**config.mk**
```make
export PLATFORM = sky130hd
export DESIGN_NAME = link_ddr_rx_assembler_flat
export DESIGN_NICKNAME = d
export VERILOG_FILES = /design/src/rtl/link_ddr_pkg.sv /design/src/rtl/link_ddr_rx_assembler_if.sv /design/src/rtl/link_ddr_rx_fifo.sv /design/src/rtl/link_ddr_rx_assembler.sv /design/src/flat_wrapper.sv
export SDC_FILE = /design/constraint.sdc
export NUM_CORES = 1
export LEC_CHECK = 0
export BUFFER_PORTS_ARGS = -buffer_cell sky130_fd_sc_hd__buf_2
export CORE_MARGIN = 5
export CORE_UTILIZATION = 40
export CTS_CLUSTER_DIAMETER = 50
export DETAILED_ROUTE_END_ITERATION = 12
export HOLD_SLACK_MARGIN = 0.06
export PLACE_DENSITY_LB_ADDON = 0.3
export SYNTH_ARGS = -nofsm -noshare
export SYNTH_HDL_FRONTEND = slang
export SYNTH_HIERARCHICAL = 1
export SYNTH_SLANG_ARGS = --single-unit
```
**constraint.sdc**
```tcl
create_clock -name io_clk_i -period 16.1 [get_ports io_clk_i]
set_input_delay 1.61 -clock io_clk_i [delete_from_list [all_inputs] [get_ports io_clk_i]]
set_output_delay 1.61 -clock io_clk_i [all_outputs]
set_load 0.005 [all_outputs]
```
**src/rtl/link_ddr_pkg.sv**
```systemverilog
// Shared defaults and beat-state encoding for the DDR receive assembler.
package link_ddr_pkg;
   localparam int unsigned CH_WIDTH   = 16;
   localparam int unsigned NUM_CH     = 2;
   localparam int unsigned CORE_WIDTH = 2 * NUM_CH * CH_WIDTH;

   typedef enum logic {
      LO = 1'b0,
      HI = 1'b1
   } beat_state_e;
endpackage : link_ddr_pkg

```
**src/rtl/link_ddr_rx_assembler_if.sv**
```systemverilog
// Beat input, assembled-word output and status bundle of the receive assembler.
interface link_ddr_rx_assembler_if #(
   parameter int unsigned CH_WIDTH   = link_ddr_pkg::CH_WIDTH,
   parameter int unsigned NUM_CH     = link_ddr_pkg::NUM_CH,
   parameter int unsigned CORE_WIDTH = link_ddr_pkg::CORE_WIDTH
);
   logic [NUM_CH-1:0]          io_valid_i;
   logic [NUM_CH*CH_WIDTH-1:0] io_data_i;
   logic                       core_valid_o;
   logic [CORE_WIDTH-1:0]      core_data_o;
   logic                       core_yumi_i;
   logic [NUM_CH-1:0]          token_clk_o;
   logic                       overflow_o;
   logic                       skew_err_o;

   modport master (
      output io_valid_i, io_data_i, core_yumi_i,
      input  core_valid_o, core_data_o, token_clk_o, overflow_o, skew_err_o
   );

   modport slave (
      input  io_valid_i, io_data_i, core_yumi_i,
      output core_valid_o, core_data_o, token_clk_o, overflow_o, skew_err_o
   );
endinterface : link_ddr_rx_assembler_if

```
**src/rtl/link_ddr_rx_fifo.sv**
```systemverilog
// Word FIFO with registered head; a push into a full FIFO survives only alongside a pop.
module link_ddr_rx_fifo #(
   parameter int unsigned WIDTH = 64,
   parameter int unsigned DEPTH = 8
) (
   input  logic             clk,
   input  logic             rst,
   input  logic             i_push,
   input  logic [WIDTH-1:0] i_data,
   input  logic             i_pop,
   output logic             o_full,
   output logic             o_valid,
   output logic [WIDTH-1:0] o_head
);
   localparam int unsigned AW = (DEPTH > 1) ? $clog2(DEPTH) : 1;

   logic [WIDTH-1:0] r_mem [DEPTH];
   logic [AW-1:0]    r_wr_ptr;
   logic [AW-1:0]    r_rd_ptr;
   logic [AW:0]      r_count;
   logic             r_valid;
   logic [WIDTH-1:0] r_head;

   logic             w_pop;
   logic             w_push;
   logic [AW:0]      w_count_nxt;
   logic [WIDTH-1:0] w_head_nxt;
   logic [AW-1:0]    w_rd_ptr_inc;

   assign w_pop        = i_pop && r_valid;
   assign w_push       = i_push && (!o_full || w_pop);
   assign w_rd_ptr_inc = AW'(r_rd_ptr + AW'(1));
   assign o_full       = (r_count == (AW+1)'(DEPTH));
   assign o_valid      = r_valid;
   assign o_head       = r_head;

   // Head register tracks the word that will be at the front after this edge.
   always_comb begin
      w_count_nxt = r_count;
      w_head_nxt  = r_head;
      if (w_push && !w_pop)
         w_count_nxt = (AW+1)'(r_count + (AW+1)'(1));
      else if (w_pop && !w_push)
         w_count_nxt = (AW+1)'(r_count - (AW+1)'(1));
      if (w_pop) begin
         if (r_count > (AW+1)'(1))
            w_head_nxt = r_mem[w_rd_ptr_inc];
         else if (w_push)
            w_head_nxt = i_data;
      end else if (w_push && !r_valid) begin
         w_head_nxt = i_data;
      end
   end

   always_ff @(posedge clk) begin
      if (w_push)
         r_mem[r_wr_ptr] <= i_data;
   end

   always_ff @(posedge clk or posedge rst) begin
      if (rst) begin
         r_wr_ptr <= '0;
         r_rd_ptr <= '0;
         r_count  <= '0;
         r_valid  <= 1'b0;
         r_head   <= '0;
      end else begin
         if (w_push) r_wr_ptr <= AW'(r_wr_ptr + AW'(1));
         if (w_pop)  r_rd_ptr <= w_rd_ptr_inc;
         r_count <= w_count_nxt;
         r_valid <= (w_count_nxt != '0);
         r_head  <= w_head_nxt;
      end
   end
endmodule : link_ddr_rx_fifo

```
**src/rtl/link_ddr_rx_assembler.sv**
```systemverilog
// Pairs two DDR channel beats into one core word, buffers it and returns decimated credit tokens.
module link_ddr_rx_assembler
   import link_ddr_pkg::*;
#(
   parameter int unsigned CH_WIDTH    = link_ddr_pkg::CH_WIDTH,
   parameter int unsigned NUM_CH      = link_ddr_pkg::NUM_CH,
   parameter int unsigned CORE_WIDTH  = link_ddr_pkg::CORE_WIDTH,
   parameter int unsigned FIFO_DEPTH  = 8,
   parameter int unsigned TOKEN_DECIM = 4
) (
   input  logic                     io_clk_i,
   input  logic                     io_link_reset_i,
   link_ddr_rx_assembler_if.slave   bus
);
   localparam int unsigned BEAT_W = NUM_CH * CH_WIDTH;
   localparam int unsigned PCW    = (TOKEN_DECIM > 1) ? $clog2(TOKEN_DECIM) : 1;

   beat_state_e         r_state;
   beat_state_e         w_state_nxt;
   logic [BEAT_W-1:0]   r_lo;
   logic [PCW-1:0]      r_pop_cnt;
   logic [NUM_CH-1:0]   r_token;
   logic                r_overflow;
   logic                r_skew;

   logic                w_beat;
   logic                w_idle;
   logic                w_skew_evt;
   logic                w_load_lo;
   logic                w_push;
   logic [CORE_WIDTH-1:0] w_word;
   logic                w_fifo_full;
   logic                w_fifo_valid;
   logic [CORE_WIDTH-1:0] w_fifo_head;
   logic                w_pop;
   logic                w_wrap;
   logic                w_drop;

   assign w_beat     = &bus.io_valid_i;
   assign w_idle     = ~|bus.io_valid_i;
   assign w_skew_evt = !w_beat && !w_idle;
   assign w_word     = CORE_WIDTH'({bus.io_data_i, r_lo});

   always_ff @(posedge io_clk_i or posedge io_link_reset_i) begin
      if (io_link_reset_i) r_state <= LO;
      else                 r_state <= w_state_nxt;
   end

   // A skew event abandons any half-built word regardless of state.
   always_comb begin
      w_state_nxt = r_state;
      if (w_skew_evt)
         w_state_nxt = LO;
      else if (w_beat)
         w_state_nxt = (r_state == LO) ? HI : LO;
   end

   always_comb begin
      w_load_lo = 1'b0;
      w_push    = 1'b0;
      if (w_beat) begin
         w_load_lo = (r_state == LO);
         w_push    = (r_state == HI);
      end
   end

   link_ddr_rx_fifo #(
      .WIDTH (CORE_WIDTH),
      .DEPTH (FIFO_DEPTH)
   ) u_fifo (
      .clk     (io_clk_i),
      .rst     (io_link_reset_i),
      .i_push  (w_push),
      .i_data  (w_word),
      .i_pop   (bus.core_yumi_i),
      .o_full  (w_fifo_full),
      .o_valid (w_fifo_valid),
      .o_head  (w_fifo_head)
   );

   assign w_pop  = bus.core_yumi_i && w_fifo_valid;
   assign w_wrap = w_pop && (r_pop_cnt == PCW'(TOKEN_DECIM - 1));
   assign w_drop = w_push && w_fifo_full && !w_pop;

   always_ff @(posedge io_clk_i or posedge io_link_reset_i) begin
      if (io_link_reset_i) begin
         r_lo       <= '0;
         r_pop_cnt  <= '0;
         r_token    <= '0;
         r_overflow <= 1'b0;
         r_skew     <= 1'b0;
      end else begin
         if (w_skew_evt)     r_lo <= '0;
         else if (w_load_lo) r_lo <= bus.io_data_i;
         if (w_pop)
            r_pop_cnt <= w_wrap ? '0 : PCW'(r_pop_cnt + PCW'(1));
         if (w_wrap)     r_token    <= ~r_token;
         if (w_drop)     r_overflow <= 1'b1;
         if (w_skew_evt) r_skew     <= 1'b1;
      end
   end

   assign bus.core_valid_o = w_fifo_valid;
   assign bus.core_data_o  = w_fifo_head;
   assign bus.token_clk_o  = r_token;
   assign bus.overflow_o   = r_overflow;
   assign bus.skew_err_o   = r_skew;
endmodule : link_ddr_rx_assembler

```
**src/flat_wrapper.sv**
```systemverilog
// flat-port wrapper written by rule: the top's interface ports become plain ports
module link_ddr_rx_assembler_flat import link_ddr_pkg::*;
#(
   parameter int unsigned CH_WIDTH    = link_ddr_pkg::CH_WIDTH,
   parameter int unsigned NUM_CH      = link_ddr_pkg::NUM_CH,
   parameter int unsigned CORE_WIDTH  = link_ddr_pkg::CORE_WIDTH,
   parameter int unsigned FIFO_DEPTH  = 8,
   parameter int unsigned TOKEN_DECIM = 4
)
  (io_clk_i, io_link_reset_i, bus_io_valid_i, bus_io_data_i, bus_core_yumi_i, bus_core_valid_o, bus_core_data_o, bus_token_clk_o, bus_overflow_o, bus_skew_err_o);
  link_ddr_rx_assembler_if #(.CH_WIDTH(CH_WIDTH), .NUM_CH(NUM_CH), .CORE_WIDTH(CORE_WIDTH)) bus_i ();
  input  logic io_clk_i;
  input  logic io_link_reset_i;
  input wire logic [$bits(bus_i.io_valid_i)-1:0] bus_io_valid_i;
  input wire logic [$bits(bus_i.io_data_i)-1:0] bus_io_data_i;
  input wire logic [$bits(bus_i.core_yumi_i)-1:0] bus_core_yumi_i;
  output wire logic [$bits(bus_i.core_valid_o)-1:0] bus_core_valid_o;
  output wire logic [$bits(bus_i.core_data_o)-1:0] bus_core_data_o;
  output wire logic [$bits(bus_i.token_clk_o)-1:0] bus_token_clk_o;
  output wire logic [$bits(bus_i.overflow_o)-1:0] bus_overflow_o;
  output wire logic [$bits(bus_i.skew_err_o)-1:0] bus_skew_err_o;
  assign bus_i.io_valid_i = bus_io_valid_i;
  assign bus_i.io_data_i = bus_io_data_i;
  assign bus_i.core_yumi_i = bus_core_yumi_i;
  assign bus_core_valid_o = bus_i.core_valid_o;
  assign bus_core_data_o = bus_i.core_data_o;
  assign bus_token_clk_o = bus_i.token_clk_o;
  assign bus_overflow_o = bus_i.overflow_o;
  assign bus_skew_err_o = bus_i.skew_err_o;
  link_ddr_rx_assembler #(.CH_WIDTH(CH_WIDTH), .NUM_CH(NUM_CH), .CORE_WIDTH(CORE_WIDTH), .FIFO_DEPTH(FIFO_DEPTH), .TOKEN_DECIM(TOKEN_DECIM)) u_core (.io_clk_i(io_clk_i), .io_link_reset_i(io_link_reset_i), .bus(bus_i));
endmodule
```
=== Word-level counts from Yosys, hierarchy flattened ===
Memory sizes are Yosys's and may differ from the RTL's.
Index checks and enable logic that the tools add are counted.
W data, S select, Z words.

* Flip-flop bits (word level): 114
* RAM bits: 512
* Input bits: 37
* Output and inout bits: 69
* Word-level logic and storage cells: 61
* Memories kept: 1

{| class="wikitable"
|+ Memory list
! name !! words !! bits a word !! read ports !! clocked after memory_dff !! write ports !! RTL line !! source
|-
| u_core.u_fifo.r_mem || 8 || 64 || 1 || 0 || 1 || link_ddr_rx_fifo.sv:17 || <nowiki>logic [WIDTH-1:0] r_mem [DEPTH];</nowiki>
|}

* Add/sub/neg operators: 5
* $lt $le $gt $ge: 1
* Eq/ne operators: 3
* Muxes and demuxes: 16
* Bitwise operators: 2
* Reduce and logical (&&, ||, !) cells: 22

{| class="wikitable"
|+ Operators by type and width
! operator !! number
|-
| $mux W64 || 4
|-
| $mux W32 || 2
|-
| $logic_and A1 B1 Y1 || 9
|-
| $mux W4 || 2
|-
| $mux W1 || 7
|-
| $add A3 B1 Y3 const B || 2
|-
| $reduce_bool A2 Y1 || 3
|-
| $logic_not A1 Y1 || 5
|-
| $add A4 B1 Y4 const B || 1
|-
| $eq A4 B4 Y1 const B || 1
|-
| $gt A4 B1 Y1 const B || 1
|-
| $reduce_and A2 Y1 || 2
|-
| $reduce_bool A4 Y1 || 1
|-
| $sub A4 B1 Y4 const B || 1
|-
| $ne A3 B1 Y1 const B || 1
|-
| $add A2 B1 Y2 const B || 1
|-
| $eq A2 B2 Y1 const B || 1
|-
| $mux W2 || 1
|-
| $not A2 Y2 || 1
|-
| $reduce_or A2 Y1 || 1
|-
| $logic_or A1 B1 Y1 || 1
|-
| $not A1 Y1 || 1
|}

=== Longest topological paths before layout ===
Gate-level depths: netlist (run 1).

* Depth after elaboration: 9
* Depth in mapped cells: 8
* Depth with buffers taken out: 7

=== Cells and area by module ===
Netlist (run 1), hierarchy kept.

{| class="wikitable"
|+ By module, submodules not included
! module !! instances !! cells each !! area each (um^2) !! seq. area each (um^2)
|-
| link_ddr_rx_fifo || 1 || 1713 || 25882.3 || 17251.5
|-
| link_ddr_rx_assembler || 1 || 128 || 1896.8 || 975.9
|}

=== Worst setup path before layout (run 1) ===
OpenSTA, ideal clock, no wires.

* Kind: in2reg
* From: in bus_io_valid_i[0]
* To: mem u_core.u_fifo.r_mem[0][0], enable pin
* Library setup time: 0.565 ns
* Data arrival time: 6.920 ns
* Data required time: 15.535 ns
* Setup slack: 8.615 ns
* Stages on the path: 7
* Path buffers: 1
* Cell sequence: ha_1 > and2_1 > buf_2 > inv_1 > a21oi_1 > nand2b_1 > nor3_1

* Word-level cells in the longest chain between the ends: 5

{| class="wikitable"
|+ RTL lines
! what !! RTL line !! source
|-
| start: declaration || flat_wrapper.sv:14 || <nowiki>input wire logic [$bits(bus_i.io_valid_i)-1:0] bus_io_valid_i;</nowiki>
|-
| $reduce_and A2 Y1 || link_ddr_rx_assembler.sv:39 || <nowiki>assign w_beat = &bus.io_valid_i;</nowiki>
|-
| $mux W1 || link_ddr_rx_assembler.sv:61 || <nowiki>if (w_beat) begin</nowiki>
|-
| net u_core.w_push || link_ddr_rx_assembler.sv:30 || <nowiki>logic w_push;</nowiki>
|-
| $logic_and A1 B1 Y1 || link_ddr_rx_fifo.sv:31 || <nowiki>assign w_push = i_push && (!o_full || w_pop);</nowiki>
|-
| $mux W1 || link_ddr_rx_fifo.sv:56 || <nowiki>if (w_push)</nowiki>
|-
| $mux W1 (implied by the code) || link_ddr_rx_fifo.sv:57 || <nowiki>r_mem[r_wr_ptr] <= i_data;</nowiki>
|-
| end: declaration || link_ddr_rx_fifo.sv:17 ||
|}

The timed path passes the listed nets, and every way through them passes these cells.

=== Worst setup path in the final report (run 1) ===
* From: reg u_core.u_fifo.r_rd_ptr[0]
* To: reg u_core.u_fifo.r_head[2] (netlist: u_core/u_fifo/o_head[2])

* Word-level cells in the longest chain between the ends: 4

{| class="wikitable"
|+ RTL lines
! what !! RTL line !! source
|-
| start: declaration || link_ddr_rx_fifo.sv:19 || <nowiki>logic [AW-1:0] r_rd_ptr;</nowiki>
|-
| start signal: assignment || link_ddr_rx_fifo.sv:69 || <nowiki>if (w_pop) r_rd_ptr <= w_rd_ptr_inc;</nowiki>
|-
| $add A3 B1 Y3 || link_ddr_rx_fifo.sv:32 || <nowiki>assign w_rd_ptr_inc = AW'(r_rd_ptr + AW'(1));</nowiki>
|-
| $mem_v2 Z8 W64 || -- ||
|-
| $mux W64 || link_ddr_rx_fifo.sv:46 || <nowiki>if (r_count > (AW+1)'(1))</nowiki>
|-
| $mux W64 || link_ddr_rx_fifo.sv:45 || <nowiki>if (w_pop) begin</nowiki>
|-
| end signal: assignment || link_ddr_rx_fifo.sv:72 || <nowiki>r_head <= w_head_nxt;</nowiki>
|-
| end: declaration || link_ddr_rx_fifo.sv:22 || <nowiki>logic [WIDTH-1:0] r_head;</nowiki>
|}

No other way between the ends.
A chain may end at the register's enable or synchronous reset.

==> run_results.csv, run 1 <==
group,metric,value,unit
global_route,overflow,0,
sta,min_period,4.88,ns
layout,layout_commonest_cell,"edfxtp_1",
floorplanning,core,68700,um^2
logic_synthesis,seq_area_frac_synth,65.6,%
sta,timing.hold.ws,0.478,ns
route,viasPerCell,5.63,
placed_design,place.gp.congestion,0.721,
route,ant_nets,0,
logic_synthesis,synth_cells,1841,
clocking,clkTransAtPathRegs,0.06,ns
clocking,clock-sinks,626,
clocking,cts-resized-gates,0,
critical_path,crit_chain,"ha_4 > xnor2_4 > buf_12 > buf_4 > buf_4 > mux2_2 > a41o_1 > o221a_2",
logic_synthesis,synth-edff-count,512,
sta,fmax,205,MHz
route,drt_pass1_iterations,6,
floorplanning,die_w,274,um
logic_synthesis,asyncSetResetFlopFracSynth,18.2,%
power,finalPower,0.00640,W
logic_synthesis,ys_seq_elements,626,
floorplanning,die_area,74800,um^2
min_path,worst_hold_path_type,"reg -> reg",
route,wl_per_cell,23.4,um
critical_path,cp.required,16.59,ns
logic_synthesis,ys_types,46,
clocking,cts_root_buf,"clkbuf_16",
route,drt_wl_total,67400,um
clocking,cts_made_buffers,78,
logic_synthesis,ys.flop_type,"edfxtp_1",
critical_path,start_kind,"register",
global_route,antenna_found_initial,0,
logic_synthesis,synth.avg_cell_area,15.1,um^2
placed_design,hpwl,35900,um
logic_synthesis,ys_warn_count,6,
global_route,grt_max_degree,279,
run,cap_violations,0,
critical_path,arrival,5.36,ns
floorplanning,fp.dieH,274,um
global_route,grt_pass1_wl,102000,um
power,ir_drop,0.000254,V
sta,slew_headroom,12.0,%
sta,clock-skew-final,0.0348,ns
power,internal-power,0.00414,W
clocking,clockBufferDepth,3,
floorplanning,num_rows,96,
clocking,cts_hold_buf,0,
power,switchingPower,0.00225,W
critical_path,endpoint_kind,"register",
critical_path,crit_fanout,134,
critical_path,max_stage_delay,0.96,ns
layout,instances_no_fill,2880,
critical_path,slowest_stage,"buf_4",
logic_synthesis,syn_area,27800,um^2
route,drc,0,
floorplanning,ios,106,
sta,setup_viol,0,
outcome,status,"finished clean",
global_route,grtUsageTotal,17.6,%
global_route,grt_pass1_vias,16100,
logic_synthesis,synth_nets,1886,
clocking,insertion_delay,0.61,ns
placed_design,place_inst,2735,
sta,hold_viol,0,
sta,rsz0062_at_grt,"false",
power,p_comb_share,39.2,%
critical_path,path_class,"reg -> reg",
clocking,cts.htree.levels,3,
power,power.share.sequential,32.8,%
placed_design,io_buffers,105,
power,powerDensity,201,nW/um^2
sta,period_share,30.3,%
clocking,cts_tree,"yes",
layout,drive_above_1_share,23.2,%
layout,syn2layout_area_growth,14.4,%
power,power_leakage,10.8,nW
sta,worst_slew_pin_slew,1.32,ns
critical_path,path_common_cell,"buf_4",
layout,mostFrequentLayoutCells,"edfxtp_1, nor3b_1, mux2i_1, nand3b_1, nor3_1",
clocking,cts_setup_buffers,0,
route,dr.first_iter.drc_count,1214,
floorplanning,initial_utilization,40.4,%
sta,slew_violations,0,
power,switching_share,35.2,%
route,vias,16200,
power,pwr-share-clk,28.0,%
layout,nNetsFinal,1929,
sta,fin_tns_setup,0,ns
cell usage after synthesis, types with 2 or more instances:
cell,count,share of area (%)
inv_1,8,0.11
buf_2,53,0.95
dfrtp_1,114,10
edfxtp_1,512,55
xnor2_1,6,0.19
o21ai_0,3,0.054
nor3_1,131,2.4
mux2_4,30,1.6
mux2i_1,192,6.9
a41o_1,64,2.3
nand2_1,15,0.20
nor3b_1,256,6.9
nor2_1,9,0.12
nand2b_1,3,0.068
mux2_2,69,2.8
and2b_1,12,0.32
a31o_2,2,0.063
nor2b_1,8,0.18
ha_1,8,0.36
nand3b_1,130,3.5
and2_1,2,0.045
and2b_2,12,0.38
buf_1,15,0.20
nand3_1,3,0.054
buf_6,3,0.12
o221a_2,64,2.6
clkbuf_1,98,1.3
power groups by stage:
| stage | clock network (W) | logic [W] | registers, W |
|---|---|---|---|
| after detailed placement | 0 | 0.00251 | 0.00214 |
| final | 0.00179 | 0.00251 | 0.00210 |
| after CTS | 0.00183 | 0.00252 | 0.00210 |
| after global routing | 0.00190 | 0.00271 | 0.00212 |
| after global placement | 0 | 0.00244 | 0.00213 |
| after floorplan | 0 | 0.00198 | 0.00205 |
worst max-delay path: cells and delay by family (launching register included):
| kind | cells | cell delay [ns] |
|---|---|---|
| adder cells (fa/ha/maj) | 1 | 0.27 |
| flip-flops | 1 | 0.88 |
| buffers and inverters | 3 | 2.58 |
| AO/OA/AOI/OAI | 2 | 0.32 |
| multiplexers | 1 | 0.43 |
| XOR/XNOR | 1 | 0.13 |
state kept, by name, indices dropped and copies added, names as in the netlist, 2 cells and up:
name                    count
u_core/u_fifo/r_mem       512
u_core/u_fifo/o_head       64
u_core/r_lo                32
u_core/u_fifo/r_count       4
u_core/u_fifo/r_rd_ptr      3
u_core/u_fifo/r_wr_ptr      3
u_core/bus.token_clk_o      2
u_core/r_pop_cnt            2
final timing paths:
check / start / to / slack, ns / cells after the start
min in group asynchronous: io_link_reset_i / u_core/u_fifo/o_valid$_DFF_PP0_ / 1.23 / 2
worst max-delay path: u_core/u_fifo/r_rd_ptr[0]$_DFFE_PP0N_ / u_core/u_fifo/o_head[2]$_DFFE_PP0P_ / 11.22 / 8
worst min register to register: u_core/bus.token_clk_o[1]$_DFFE_PP0P_ / u_core/bus.token_clk_o[1]$_DFFE_PP0P_ / 0.48 / 1
max in group asynchronous: io_link_reset_i / u_core/u_fifo/o_head[56]$_DFFE_PP0P_ / 13.62 / 3
worst min-delay path: u_core/bus.token_clk_o[1]$_DFFE_PP0P_ / u_core/bus.token_clk_o[1]$_DFFE_PP0P_ / 0.48 / 1
worst max register to register: u_core/u_fifo/r_rd_ptr[0]$_DFFE_PP0N_ / u_core/u_fifo/o_head[2]$_DFFE_PP0P_ / 11.22 / 8
logic make-up (layout without fill, tap and decap cells):
family                   after synthesis  count (layout)  share of synthesized area (%)
adder cells (fa/ha/maj)                8               8                          0.360
AND/OR/NAND/NOR                      588             588                           14.4
buffers and inverters                177             284                           2.71
XOR/XNOR                               8               8                          0.279
flip-flops                           626             626                           65.6
multiplexers                         292             292                           11.4
AO/OA/AOI/OAI                        142             142                           5.25
other                                  0               1                              0
cell type report:
type | instances | area [um^2]
Timing Repair Buffer | 132 | 766
Inverter | 8 | 31.3
Sequential cell | 626 | 18200
Clock inverter | 49 | 576
Clock buffer | 95 | 2100
Fill cell | 6055 | 36900
Tap cell | 931 | 1160
Multi-Input combinational cell | 1038 | 8900
Antenna cell | 1 | 2.50
through the flow:
| step | area, um^2 | worst slack [ns] | util (%) |
|---|---|---|---|
| after floorplan | 27800 | 8.62 | - |
| after global placement | 29100 | 10.74 | 42.3 |
| after detailed placement | 29100 | 10.66 | 42.3 |
| after CTS | 31800 | 11.21 | 46.2 |
| after global routing | 31800 | 11.01 | 46.2 |
| final | 31800 | 11.22 | 46.2 |
layer usage:
layer / GRT usage, % / routed length, um / share of wire, % / vias to the layer above
li1: - / - / - / 7313
met1: 24.5 / 30100 / 45 / 8399
met2: 28.7 / 32300 / 48 / 445
met3: 3.27 / 3840 / 5.7 / 66
met4: 4.62 / 1130 / 1.7 / 0
met5: 0 / 0 / 0 / -
(Power assumes the default switching activity.)
==> run 2: changes to the inputs <==
==> constraint.sdc (replaced) <==
create_clock -name io_clk_i -period 3.9 [get_ports io_clk_i]
set_input_delay 0.39 -clock io_clk_i [delete_from_list [all_inputs] [get_ports io_clk_i]]
set_output_delay 0.39 -clock io_clk_i [all_outputs]
set_load 0.005 [all_outputs]
==> run 2 against run 1 <==
  * Sequential cell count stayed put
  * Highest routed layer unchanged
  * Global-route usage shrank 0.11 points
  * Routed wire length down 0.89%
  * Sequential power rose to 4.1 times the previous value
==> run_results.csv, run 2 (synthesis results as in run 1) <==
group,metric,value,unit
outcome,status,"finished clean",
global_route,grt_max_degree,182,
floorplanning,initial_utilization,40.4,%
clocking,cts_root_buf,"clkbuf_16",
critical_path,path_class,"reg -> reg",
route,wl_per_cell,23.2,um
clocking,cts_made_buffers,72,
sta,rsz0062_at_grt,"false",
min_path,hp-start,"bus_io_data_i[26]",
clocking,insertion_delay,0.61,ns
layout,syn2layout_area_growth,14.8,%
min_path,worst_hold_path_type,"in -> reg",
layout,drive_above_1_share,23.1,%
critical_path,reg2reg_depth,6,
clocking,cts_tree,"yes",
floorplanning,num_rows,96,
sta,worst_slew_pin_slew,1.15,ns
clocking,clkTransAtPathRegs,0.06,ns
route,dr.first_iter.drc_count,1369,
power,ir_drop,0.000661,V
floorplanning,core,68700,um^2
min_path,min_to,"u_core/u_fifo/r_mem[4][58]$_DFFE_PP_",
floorplanning,die_w,274,um
route,vias,16200,
global_route,grt_pass1_vias,16400,
power,power_leakage,10.9,nW
sta,clock-skew-final,0.0243,ns
layout,num_antenna_cells,0,
sta,fmax,351,MHz
critical_path,arrival,3.14,ns
placed_design,dp_slack,0.729,ns
layout,nNetsFinal,1940,
critical_path,path_buf_inv,2,
global_route,grt_pass1_wl,102000,um
sta,hold_viol,0,
layout,instances_no_fill,2883,
critical_path,crit_chain,"and2_1 > inv_1 > a21oi_1 > nand2_1 > nor2_4 > buf_4",
layout,largest_reg_flops,512,
global_route,antenna_found_initial,1,
layout,mostFrequentLayoutCells,"edfxtp_1, nor3b_1, mux2i_1, nand3b_1, nor3_1",
clocking,cts.htree.levels,3,
placed_design,place_inst,2751,
sta,setup_viol,0,
power,powerDensity,821,nW/um^2
sta,slew_violations,0,
critical_path,endpoint_kind,"register",
placed_design,hpwl,37400,um
sta,min_period,2.85,ns
route,drt_pass1_iterations,5,
route,drt_wl_total,66800,um
sta,fin_tns_setup,0,ns
run,cap_violations,0,
route,viasPerCell,5.61,
critical_path,crit_family,"simple AND/OR/NAND/NOR gates",
global_route,grtUsageTotal,17.5,%
placed_design,io_buffers,105,
clocking,cts_hold_buf,1,
clocking,cts-resized-gates,0,
critical_path,crit_fanout,12,
global_route,overflow,0,
layout,regMostFlops,"u_core/u_fifo/r_mem",
sta,slew_headroom,23.6,%
sta,period_share,73.0,%
clocking,clockBufferDepth,3,
critical_path,r2r_slack,1.05,ns
critical_path,cp.depth,6,
critical_path,max_stage_delay,0.52,ns
clocking,clock-sinks,626,
sta,fin_ws,1.05,ns
layout,layout_commonest_cell,"edfxtp_1",
floorplanning,ios,106,
placed_design,place.gp.congestion,0.747,
floorplanning,fp.dieH,274,um
layout,utilization,46.4,%
critical_path,rr_startpoint,"u_core/r_state$_DFFE_PP0P_",
clocking,cts_setup_buffers,0,
critical_path,start_kind,"register",
floorplanning,die_area,74800,um^2
critical_path,cp.required,4.19,ns
route,ant_nets,0,
critical_path,slowest_stage,"and2_1",
min_path,min_delay_path_depth,1,
route,drc,0,
critical_path,timing.rr.end,"u_core/u_fifo/r_mem[5][6]$_DFFE_PP_",
## run 2: cell count changes in the layout (fill, tap and decap cells not counted), sizes merged, moves of 2 or more
cell / change
clkinv: -3
inv: -8
clkbuf: +3
buf: +16
clkinvlp: -2
bufinv: -3
## run 2: how the worst max path moves through the flow
| stage | start | to | slack, ns |
|---|---|---|---|
| finish | u_core/r_state$_DFFE_PP0P_ | u_core/u_fifo/r_mem[5][6]$_DFFE_PP_ | 1.05 |
| floorplan | bus_io_valid_i[0] | u_core/u_fifo/r_mem[2][0]$_DFFE_PP_ | -0.65 |
| CTS | u_core/r_state$_DFFE_PP0P_ | u_core/u_fifo/r_mem[5][6]$_DFFE_PP_ | 1.08 |
| global route | u_core/r_state$_DFFE_PP0P_ | u_core/u_fifo/r_mem[5][6]$_DFFE_PP_ | 0.88 |
| detailed placement | bus_io_valid_i[0] | u_core/u_fifo/r_mem[5][4]$_DFFE_PP_ | 0.73 |
| global placement | bus_io_valid_i[0] | u_core/u_fifo/r_mem[0][51]$_DFFE_PP_ | 0.77 |
## run 2: layout make-up
cell class	count	area [um^2]
Clock buffer	98	2050
Clock inverter	33	378
Multi-Input combinational cell	1038	8910
Tap cell	931	1160
Timing Repair Buffer	149	1120
Fill cell	6017	36800
Inverter	8	31.3
Sequential cell	626	18200
## run 2: per-layer routing
| metal | global-route usage [%] | share of wire, % | routed length (um) | up-vias |
|---|---|---|---|---|
| met5 | 0 | 0 | 0 | - |
| met4 | 5.23 | 2.3 | 1520 | 0 |
| met3 | 2.74 | 4.0 | 2660 | 93 |
| met2 | 28.4 | 48 | 32300 | 333 |
| met1 | 24.4 | 45 | 30300 | 8389 |
| li1 | - | - | - | 7368 |
## run 2: per-stage QoR
| step | total power, W | hold WS (ns) | cell area, um^2 |
|---|---|---|---|
| after floorplan | 0.0166 | 0.450 | 27800 |
| after global placement | 0.0193 | 0.482 | 29500 |
| after detailed placement | 0.0195 | 0.462 | 29500 |
| after CTS | 0.0264 | 0.0857 | 31900 |
| after global routing | 0.0276 | 0.117 | 31900 |
| final | 0.0262 | 0.126 | 31900 |
## run 2: power by group
part / total (W) / internal [W] / switching (W) / leakage [nW]
logic: 0.0108 / 0.00486 / 0.00590 / 3.69
clock network: 0.00685 / 0.00417 / 0.00268 / 1.17
registers: 0.00857 / 0.00796 / 0.000609 / 6.01
total: 0.0262 / 0.0170 / 0.00919 / 10.9
